--- config.mk ---
export PLATFORM = sky130hd
export DESIGN_NAME = mio_bus_arbiter
export DESIGN_NICKNAME = d
export VERILOG_FILES = /design/src/rtl/mio_bus_arbiter.sv
export SDC_FILE = /design/constraint.sdc
export NUM_CORES = 1
export LEC_CHECK = 0
export ABC_AREA = 0
export CAP_MARGIN = 20
export CORE_ASPECT_RATIO = 0.75
export CORE_MARGIN = 5
export CORE_UTILIZATION = 41
export CTS_BUF_LIST = sky130_fd_sc_hd__clkbuf_4 sky130_fd_sc_hd__clkbuf_8
export DETAILED_ROUTE_END_ITERATION = 8
export HOLD_SLACK_MARGIN = 0.08
export PLACE_DENSITY_LB_ADDON = 0.08
export SLEW_MARGIN = 20
export SYNTH_ARGS = -nofsm -noshare
export SYNTH_HDL_FRONTEND = slang
export SYNTH_SLANG_ARGS = --single-unit
--- constraint.sdc ---
create_clock -name clk -period 2.1 [get_ports clk]
set_input_delay 0.21 -clock clk [delete_from_list [all_inputs] [get_ports clk]]
set_output_delay 0.21 -clock clk [all_outputs]
set_load 0.1 [all_outputs]
--- src/rtl/mio_bus_arbiter.sv ---
// Arbitrates the shared memory/IO bus between the CPU controller and a DMA master.
// CPU has priority, a streak counter guarantees DMA progress, and a timeout aborts hung transfers.
module mio_bus_arbiter #(
    parameter int ADDR_W        = 32,
    parameter int DATA_W        = 32,
    parameter int MAX_CPU_BURST = 4,
    parameter int TIMEOUT       = 15
) (
    input  logic              clk,
    input  logic              reset,
    input  logic              cpu_req,
    input  logic              cpu_we,
    input  logic [ADDR_W-1:0] cpu_addr,
    input  logic [DATA_W-1:0] cpu_wdata,
    output logic [DATA_W-1:0] cpu_rdata,
    output logic              cpu_ready,
    input  logic              dma_req,
    input  logic              dma_we,
    input  logic [ADDR_W-1:0] dma_addr,
    input  logic [DATA_W-1:0] dma_wdata,
    output logic [DATA_W-1:0] dma_rdata,
    output logic              dma_ready,
    output logic              mem_req,
    output logic              mem_we,
    output logic [ADDR_W-1:0] mem_addr,
    output logic [DATA_W-1:0] mem_wdata,
    input  logic [DATA_W-1:0] mem_rdata,
    input  logic              mem_ack,
    output logic              owner,
    output logic              bus_err
);

    localparam int STREAK_W = $clog2(MAX_CPU_BURST + 1);
    localparam int TMO_W    = $clog2(TIMEOUT + 1);
    localparam logic [STREAK_W-1:0] STREAK_MAX = STREAK_W'(MAX_CPU_BURST);
    localparam logic [STREAK_W-1:0] STREAK_ONE = STREAK_W'(1);
    localparam logic [TMO_W-1:0]    TMO_LAST   = TMO_W'(TIMEOUT - 1);
    localparam logic [TMO_W-1:0]    TMO_ONE    = TMO_W'(1);

    typedef enum logic [1:0] {
        ST_IDLE  = 2'd0,
        ST_XFER  = 2'd1,
        ST_DONE  = 2'd2,
        ST_ABORT = 2'd3
    } state_t;

    state_t              state_r,     state_s;
    logic [STREAK_W-1:0] streak_r,    streak_s;
    logic [TMO_W-1:0]    tmo_r,       tmo_s;
    logic                mem_req_r,   mem_req_s;
    logic                mem_we_r,    mem_we_s;
    logic [ADDR_W-1:0]   mem_addr_r,  mem_addr_s;
    logic [DATA_W-1:0]   mem_wdata_r, mem_wdata_s;
    logic                owner_r,     owner_s;
    logic                bus_err_r,   bus_err_s;
    logic [DATA_W-1:0]   cpu_rdata_r, cpu_rdata_s;
    logic [DATA_W-1:0]   dma_rdata_r, dma_rdata_s;
    logic                cpu_ready_r, cpu_ready_s;
    logic                dma_ready_r, dma_ready_s;
    logic                cpu_eff_s,   dma_eff_s;

    // Next-state, arbitration and completion logic.
    always_comb begin
        state_s     = state_r;
        streak_s    = streak_r;
        tmo_s       = tmo_r;
        mem_req_s   = mem_req_r;
        mem_we_s    = mem_we_r;
        mem_addr_s  = mem_addr_r;
        mem_wdata_s = mem_wdata_r;
        owner_s     = owner_r;
        bus_err_s   = bus_err_r;
        cpu_rdata_s = cpu_rdata_r;
        dma_rdata_s = dma_rdata_r;
        cpu_ready_s = 1'b0;
        dma_ready_s = 1'b0;
        // A master that sees its ready this cycle must not be granted again.
        cpu_eff_s   = cpu_req & ~cpu_ready_r;
        dma_eff_s   = dma_req & ~dma_ready_r;

        case (state_r)
            ST_IDLE: begin
                if (cpu_eff_s && (!dma_eff_s || (streak_r < STREAK_MAX))) begin
                    state_s     = ST_XFER;
                    mem_req_s   = 1'b1;
                    tmo_s       = '0;
                    owner_s     = 1'b0;
                    mem_we_s    = cpu_we;
                    mem_addr_s  = cpu_addr;
                    mem_wdata_s = cpu_wdata;
                    if (!dma_eff_s) begin
                        streak_s = '0;
                    end else if (streak_r < STREAK_MAX) begin
                        streak_s = streak_r + STREAK_ONE;
                    end else begin
                        streak_s = STREAK_MAX;
                    end
                end else if (dma_eff_s) begin
                    state_s     = ST_XFER;
                    mem_req_s   = 1'b1;
                    tmo_s       = '0;
                    owner_s     = 1'b1;
                    mem_we_s    = dma_we;
                    mem_addr_s  = dma_addr;
                    mem_wdata_s = dma_wdata;
                    streak_s    = '0;
                end else begin
                    state_s = ST_IDLE;
                end
            end
            ST_XFER: begin
                // An ack arriving on the timeout cycle still completes normally.
                if (mem_ack) begin
                    state_s   = ST_DONE;
                    mem_req_s = 1'b0;
                    if (owner_r) begin
                        dma_ready_s = 1'b1;
                        if (!mem_we_r) begin
                            dma_rdata_s = mem_rdata;
                        end else begin
                            dma_rdata_s = dma_rdata_r;
                        end
                    end else begin
                        cpu_ready_s = 1'b1;
                        if (!mem_we_r) begin
                            cpu_rdata_s = mem_rdata;
                        end else begin
                            cpu_rdata_s = cpu_rdata_r;
                        end
                    end
                end else if (tmo_r == TMO_LAST) begin
                    state_s   = ST_ABORT;
                    mem_req_s = 1'b0;
                    bus_err_s = 1'b1;
                    if (owner_r) begin
                        dma_ready_s = 1'b1;
                        dma_rdata_s = '0;
                    end else begin
                        cpu_ready_s = 1'b1;
                        cpu_rdata_s = '0;
                    end
                end else begin
                    tmo_s = tmo_r + TMO_ONE;
                end
            end
            ST_DONE: begin
                state_s = ST_IDLE;
            end
            ST_ABORT: begin
                state_s = ST_IDLE;
            end
            default: begin
                state_s   = ST_IDLE;
                mem_req_s = 1'b0;
            end
        endcase
    end

    // State and output registers with synchronous reset.
    always_ff @(posedge clk) begin
        if (reset) begin
            state_r     <= ST_IDLE;
            streak_r    <= '0;
            tmo_r       <= '0;
            mem_req_r   <= 1'b0;
            mem_we_r    <= 1'b0;
            mem_addr_r  <= '0;
            mem_wdata_r <= '0;
            owner_r     <= 1'b0;
            bus_err_r   <= 1'b0;
            cpu_rdata_r <= '0;
            dma_rdata_r <= '0;
            cpu_ready_r <= 1'b0;
            dma_ready_r <= 1'b0;
        end else begin
            state_r     <= state_s;
            streak_r    <= streak_s;
            tmo_r       <= tmo_s;
            mem_req_r   <= mem_req_s;
            mem_we_r    <= mem_we_s;
            mem_addr_r  <= mem_addr_s;
            mem_wdata_r <= mem_wdata_s;
            owner_r     <= owner_s;
            bus_err_r   <= bus_err_s;
            cpu_rdata_r <= cpu_rdata_s;
            dma_rdata_r <= dma_rdata_s;
            cpu_ready_r <= cpu_ready_s;
            dma_ready_r <= dma_ready_s;
        end
    end

    assign mem_req   = mem_req_r;
    assign mem_we    = mem_we_r;
    assign mem_addr  = mem_addr_r;
    assign mem_wdata = mem_wdata_r;
    assign owner     = owner_r;
    assign bus_err   = bus_err_r;
    assign cpu_rdata = cpu_rdata_r;
    assign dma_rdata = dma_rdata_r;
    assign cpu_ready = cpu_ready_r;
    assign dma_ready = dma_ready_r;

endmodule

==> results.md, run 1 <==
* IO Port Bufs at 300
* RSZ-0062 raised after global routing: no
* Vias in the first global route at just under 6k
* Starting Density at 41.3%
* Clk slew on worst S/H paths at about 0.08 ns
* DR WL/cell at approximately 16 µm
* Remaining DRCs at 0
* Most frequent cells in the layout: clkdlybuf4s50_1, buf_4, dfxtp_1
* CTS tree: done
* R2r startpoint: tmo_r[0]$_SDFFE_PP0P_
* 1st-iter DRT viols at approximately 350
* Worst r2r dst: tmo_r[3]$_SDFFE_PP0P_
* Clock sinks at 143
* I/O pins at ~300
* Via count at 5946
* Reg2reg path depth at 6
* Final TNS setup at 0 ns
* Initial antenna violation count at 0
* CTS H-tree depth at 4
* Status: complete, no violations
* GPL Wtd Cong at 0.819
* Slowest-stage cell, CP: or3_1
* Clock period minus worst slack at 1.92 ns
* CP Max Fanout at 4
* Syn avg cell area at 8.26 µm²
* CTS Buffer Depth at 2
* Die Area at 16900 µm²
* Layout net count at 1159
* Ys flop type: dfxtp_1
* First-pass GRT wire length at roughly 30 mm
* Slew @ Worst Pin at approximately 0.43 ns
* Class of the worst hold path: in -> reg
* Leak at 3.68 nW
* Crit Path Class: reg -> reg
* R2r setup slk at 0.18 ns
* Unique masters post-synth at 35
* Synthesis Warnings at 0
* Synth Instances at 716
* Most common cell after layout, fill and taps aside: clkdlybuf4s50_1
* Area grow syn2layout at 55.7%
* Worst path cell trace: inv_1 -> ha_1 -> and3_2 -> or3_1 -> or3_1 -> a21boi_0
* CP dominant cell by count: or3_1
* Die X at roughly 150 µm
* Largest net degree at the start of global routing at 66
* Max-cap violations at 0
* Aggregate global routing overflow at 0
* Proportion of layout cells with a drive suffix above 1 at about 20%
* Post-synth EDFFs at 0
* Slew headroom at 71.1%
* VDD IR max at ~480 µV
* Cts repair resizes at 0
* Final Setup Violations at 0
* Startpoint Class: register
* Async S/R FF share, synth at 0%
* Hold path start: reset
* CP arrival at 2.27 ns
* Post-CTS Setup Inserts at 0
* Diode count at 0
* Post-synthesis sequential area ratio at 48.4%
* CP max stage delay at 0.42 ns
* Core ar. at around 14000 µm²
* Netlist Area Pre-Place at 5910 µm²
* Placed wire-length estimate at 13.5 mm
* GRT Overall Usage at 22.0%
* Flops & latches, synth at 143
* Clk_lat worst skew at 0.43 ns
* Clock Skew at 0.0135 ns
* Fin. max-slew vios at 0
* Row count at 38
* Pwr per Cell Area at 868 nW/µm²
* WHS Path Cells at 2
* Die height at 114 µm
* Hold_ws at between 0.2 and 0.3 ns
* Hold Fails Final Rpt at 0
* Period utilization at around nine tenths
* Max Clk Rate at 522 MHz
* Vias/cell at 4.95
* Antenna viol nets, final at 0
* Clock root buffer: clkbuf_8
* Post-Synthesis Net Count at 886
* Worst Hold End: mem_addr[13]$_SDFFE_PP0P_
* Routed WL at 19.1 mm
* TritonRoute pass-1 iters at 4
* CP endpoint kind: register
* Cts bufs inserted at 17
* Hold-fix buffers at CTS at 0
* Required time worst endpoint at 2.45 ns
-- flip-flops by register name, indices dropped and copies added (netlist names) --
name and count:
tmo_r 4, mem_addr 32, cpu_ready 1, streak_r 3, dma_ready 1, mem_wdata 32, bus_err 1, mem_we 1
dma_rdata 32, cpu_rdata 32, owner 1, state_r 2, mem_req 1
-- power breakdown --
part / leakage (nW) / internal [mW] / switching (mW)
sequential: 1.17 / 2.90 / 0.112
clock: 0.202 / 1.21 / 1.09
combinational: 2.31 / 0.770 / 1.91
-- cell families after synthesis --
family | count (synthesis) | synth area share (%)
AOI/OAI and AO/OA | 208 | 21.8
adders and majority gates | 3 | 0.635
xor gates and xnor gates | 2 | 0.296
buffers and inverters | 68 | 5.42
DFF | 143 | 48.4
and+or+nand+nor | 292 | 23.5
-- final cells by class --
| cell class | instances | area (µm²) |
|---|---|---|
| clock buffers | 18 | 248 |
| repair buffers | 320 | 2920 |
| flip-flops and latches | 143 | 2870 |
| multi-input cells | 505 | 2750 |
| fillers | 1284 | 5110 |
| clock inverters | 13 | 163 |
| well taps | 200 | 250 |
| inverters | 2 | 7.51 |
-- cell usage after synthesis (2+ instances only) --
cell type  number  area share, %
nand2b_1       67            7.1
a21oi_1        68            5.8
dfxtp_1       143             48
clkbuf_2        6           0.51
nor2b_1         2           0.21
buf_6           7            1.3
o21ai_1        15            1.3
clkbuf_1       50            3.2
a2111oi_4       2           0.93
nor3_1          5           0.42
nand3_1        66            5.6
nand2_1        67            4.3
nor4_1          3           0.32
o21ai_0        50            4.2
inv_1           2           0.13
nor2_1         75            4.8
ha_1            3           0.63
a211oi_1       66            8.4
or3_1           3           0.32
-- stage by stage --
| step | power, mW | instance area [µm²] | cells | setup WS [ns] | utilization (%) |
|---|---|---|---|---|---|
| after floorplan | 4.94 | 5920 | 716 | 0.242 | - |
| after global placement | 5.75 | 8790 | 1170 | 0.181 | 61.4 |
| after detailed placement | 5.76 | 8790 | 1170 | 0.132 | 61.4 |
| after CTS | 8.05 | 9200 | 1201 | 0.185 | 64.3 |
| after global routing | 8.31 | 9200 | 1201 | 0.108 | 64.3 |
| final | 7.98 | 9200 | 1201 | 0.184 | 64.3 |
-- routing by layer --
metal  global-route usage (%)  up-vias  wire length [µm]
li1                         -     3023                 -
met1                     27.5     2714              8180
met2                     36.2      193              9090
met3                     7.66       16              1590
met4                     6.22        0               293
met5                        0        -                 0
-- critical path: cells and delay by family, from the launching register on --
| kind | cells | cell delay (ns) |
|---|---|---|
| AO/OA/AOI/OAI | 1 | 0.15 |
| adder cells (fa/ha/maj) | 1 | 0.23 |
| buffers and inverters | 1 | 0.07 |
| flip-flops | 1 | 0.36 |
| AND/OR/NAND/NOR | 3 | 1.03 |
-- how the worst max path moves through the flow --
stage	from	end	slack, ns	depth (start not counted)
global placement	mem_ack	cpu_rdata[22]$_SDFFE_PP0P_	0.18	6
global route	tmo_r[0]$_SDFFE_PP0P_	tmo_r[3]$_SDFFE_PP0P_	0.11	6
floorplan	mem_we$_SDFFE_PP0P_	dma_rdata[21]$_SDFFE_PP0P_	0.24	3
detailed placement	mem_ack	cpu_rdata[24]$_SDFFE_PP0P_	0.13	6
finish	tmo_r[0]$_SDFFE_PP0P_	tmo_r[3]$_SDFFE_PP0P_	0.18	6
CTS	tmo_r[0]$_SDFFE_PP0P_	tmo_r[3]$_SDFFE_PP0P_	0.18	6
Note: power is estimated with default switching activity, not from simulation.
==> run 2: changes to the inputs <==
TNS_END_PERCENT = 100   (was unset)
==> results of run 2 <==
Same layout as run 1: the final DEF is identical, and so are final timing and power.
==> run 3: changes to the inputs <==
CORE_UTILIZATION = 23   (was 41)
==> run 3 against run 2 <==
Largest power group unchanged. Critical path depth is the same. Cell area grew 1.5%. Non-clock buffer count shrank 4.
==> results.md, run 3 (synthesized netlist as in run 1, its figures left out) <==
* Status: complete, no violations
* Required time worst endpoint at 2.46 ns
* Worst Hold End: bus_err$_SDFFE_PP0P_
* Layout net count at 1155
* Hold Fails Final Rpt at 0
* P_int at 4.85 mW
* Row count at 50
* Hold-fix buffers at CTS at 0
* Slew headroom at 73.5%
* Fin. max-slew vios at 0
* Vias/cell at 4.43
* CTS Buffer Depth at 2
* Die Area at 29000 µm²
* IO Port Bufs at 300
* TritonRoute pass-1 iters at 5
* Max Clk Rate at 517 MHz
* Cts repair resizes at 0
* First-pass GRT wire length at 35.1 mm
* Clock Skew at 0.0235 ns
* GPL Wtd Cong at 0.772
* Starting Density at 23.5%
* R2r setup slk at 0.17 ns
* Vias in the first global route at slightly above 6k
* Post-CTS Setup Inserts at 0
* GRT Overall Usage at 15.2%
* Combinational power share at between 30% and 40%
* Area grow syn2layout at 58.1%
* R2r startpoint: tmo_r[0]$_SDFFE_PP0P_
* VDD IR max at 377 µV
* CP arrival at 2.30 ns
* Core Util, Final at 37.2%
* Most frequent cells in the layout: clkdlybuf4s50_1, buf_4, dfxtp_1
* Most common cell after layout, fill and taps aside: clkdlybuf4s50_1
* Final TNS setup at 0 ns
* Die height at 149 µm
* Gr busiest metal: met2
* Met1 Use GR at 19.7%
* Initial antenna violation count at 2
* Sequential power share at roughly 37%
* Register area at between 2000 and 3000 µm²
* Crit Path Class: reg -> reg
* CP Max Fanout at 4
* Pwr per Cell Area at 863 nW/µm²
* Leak at ~3.7 nW
* Clock period minus worst slack at 1.93 ns
* Die X at 195 µm
* Clock sinks at 143
* Clk slew on worst S/H paths at 0.08 ns
* CTS H-tree depth at 4
* Max-cap violations at 0
* I/O pins at 301
* Overall power at 8.06 mW
* Largest net degree at the start of global routing at 90
* Class of the worst hold path: in -> reg
* CP endpoint kind: register
* Worst r2r dst: tmo_r[3]$_SDFFE_PP0P_
* Final Setup Violations at 0
* Via count at 5916
* Switch share at 39.8%
* Reg2reg path depth at 6
* CTS tree: done
* Routed WL at 22.4 mm
* Aggregate global routing overflow at 0
* Area occupied by multi-input gates at 2750 µm²
* 1st-iter DRT viols at 280
* Clk network pwr share at a little under 30%
* Antenna viol nets, final at 0
* Slew @ Worst Pin at 0.397 ns
* Core ar. at 25100 µm²
* WHS Path Cells at 2
* Hold path start: reset
* Met2 GRT Util at a little under a quarter
* Fillcell total at 2654
* Clk_lat worst skew at 0.45 ns
* DR WL/cell at 16.8 µm
* Period utilization at between 90% and 100%
* Remaining DRCs at 0
* Hold_ws at 0.163 ns
* Clock root buffer: clkbuf_8
* RSZ-0062 raised after global routing: no
* P_sw at 3.21 mW
* Proportion of layout cells with a drive suffix above 1 at 19.4%
* Startpoint Class: register
* M3 GR Usage at 5.85%
* Placed wire-length estimate at 15.7 mm
* Cts bufs inserted at 17
-- run 3: changes by cell type in the layout (fill, tap and decap cells not counted) --
cell        before  now
clkinv_4         1    3
clkbuf_4         0    1
clkinvlp_4       3    2
clkinv_2         3    1
clkbuf_8        18   17
diode_2          0    2
buf_4          147  143
-- run 3: worst max-delay path, stage by stage, from the launching register on --
cell      delay [ns]
dfxtp_1         0.36
inv_1           0.08
ha_1            0.24
and3_2          0.23
or3_1           0.43
or3_1           0.37
a21boi_0        0.16
-- run 3: power by group through the flow --
| stage | sequential [mW] | combinational (mW) | clock, mW |
|---|---|---|---|
| after global routing | 3.03 | 2.85 | 2.59 |
| after detailed placement | 3.07 | 2.73 | 0 |
| after CTS | 3.01 | 2.73 | 2.47 |
| after global placement | 3.07 | 2.74 | 0 |
| after floorplan | 4.36 | 0.576 | 0 |
| final | 3.01 | 2.70 | 2.35 |
-- run 3: final cells by class --
type / instances / area share, %
tap: 338 / 4.53
inverter: 2 / 0.0803
multi-input combinational: 505 / 29.5
clock buffer: 18 / 2.58
antenna: 2 / 0.0536
sequential: 143 / 30.7
clock inverter: 12 / 1.74
timing repair buffer: 316 / 30.9
-- run 3: worst max path at each step --
stage,start,to
6_report,tmo_r[0]$_SDFFE_PP0P_,tmo_r[3]$_SDFFE_PP0P_
4_1_cts,tmo_r[0]$_SDFFE_PP0P_,tmo_r[3]$_SDFFE_PP0P_
3_5_place_dp,mem_ack,dma_rdata[21]$_SDFFE_PP0P_
5_1_grt,tmo_r[0]$_SDFFE_PP0P_,tmo_r[3]$_SDFFE_PP0P_
3_3_place_gp,mem_ack,dma_rdata[17]$_SDFFE_PP0P_
2_1_floorplan,mem_we$_SDFFE_PP0P_,dma_rdata[21]$_SDFFE_PP0P_
-- run 3: per-layer routing --
| layer | vias up | part of all wire (%) |
|---|---|---|
| met1 | 2696 | 46 |
| met3 | 22 | 7.6 |
| met2 | 181 | 45 |
| li1 | 3017 | - |
| met4 | 0 | 1.9 |
| met5 | - | 0 |
-- run 3: per-stage QoR --
step	cells	worst slack [ns]	cell area [µm²]
finish	1336	0.165	9340
global route	1336	0.0678	9340
CTS	1334	0.179	9340
detailed placement	1304	0.158	8930
global placement	1304	0.173	8930
floorplan	716	0.242	5920
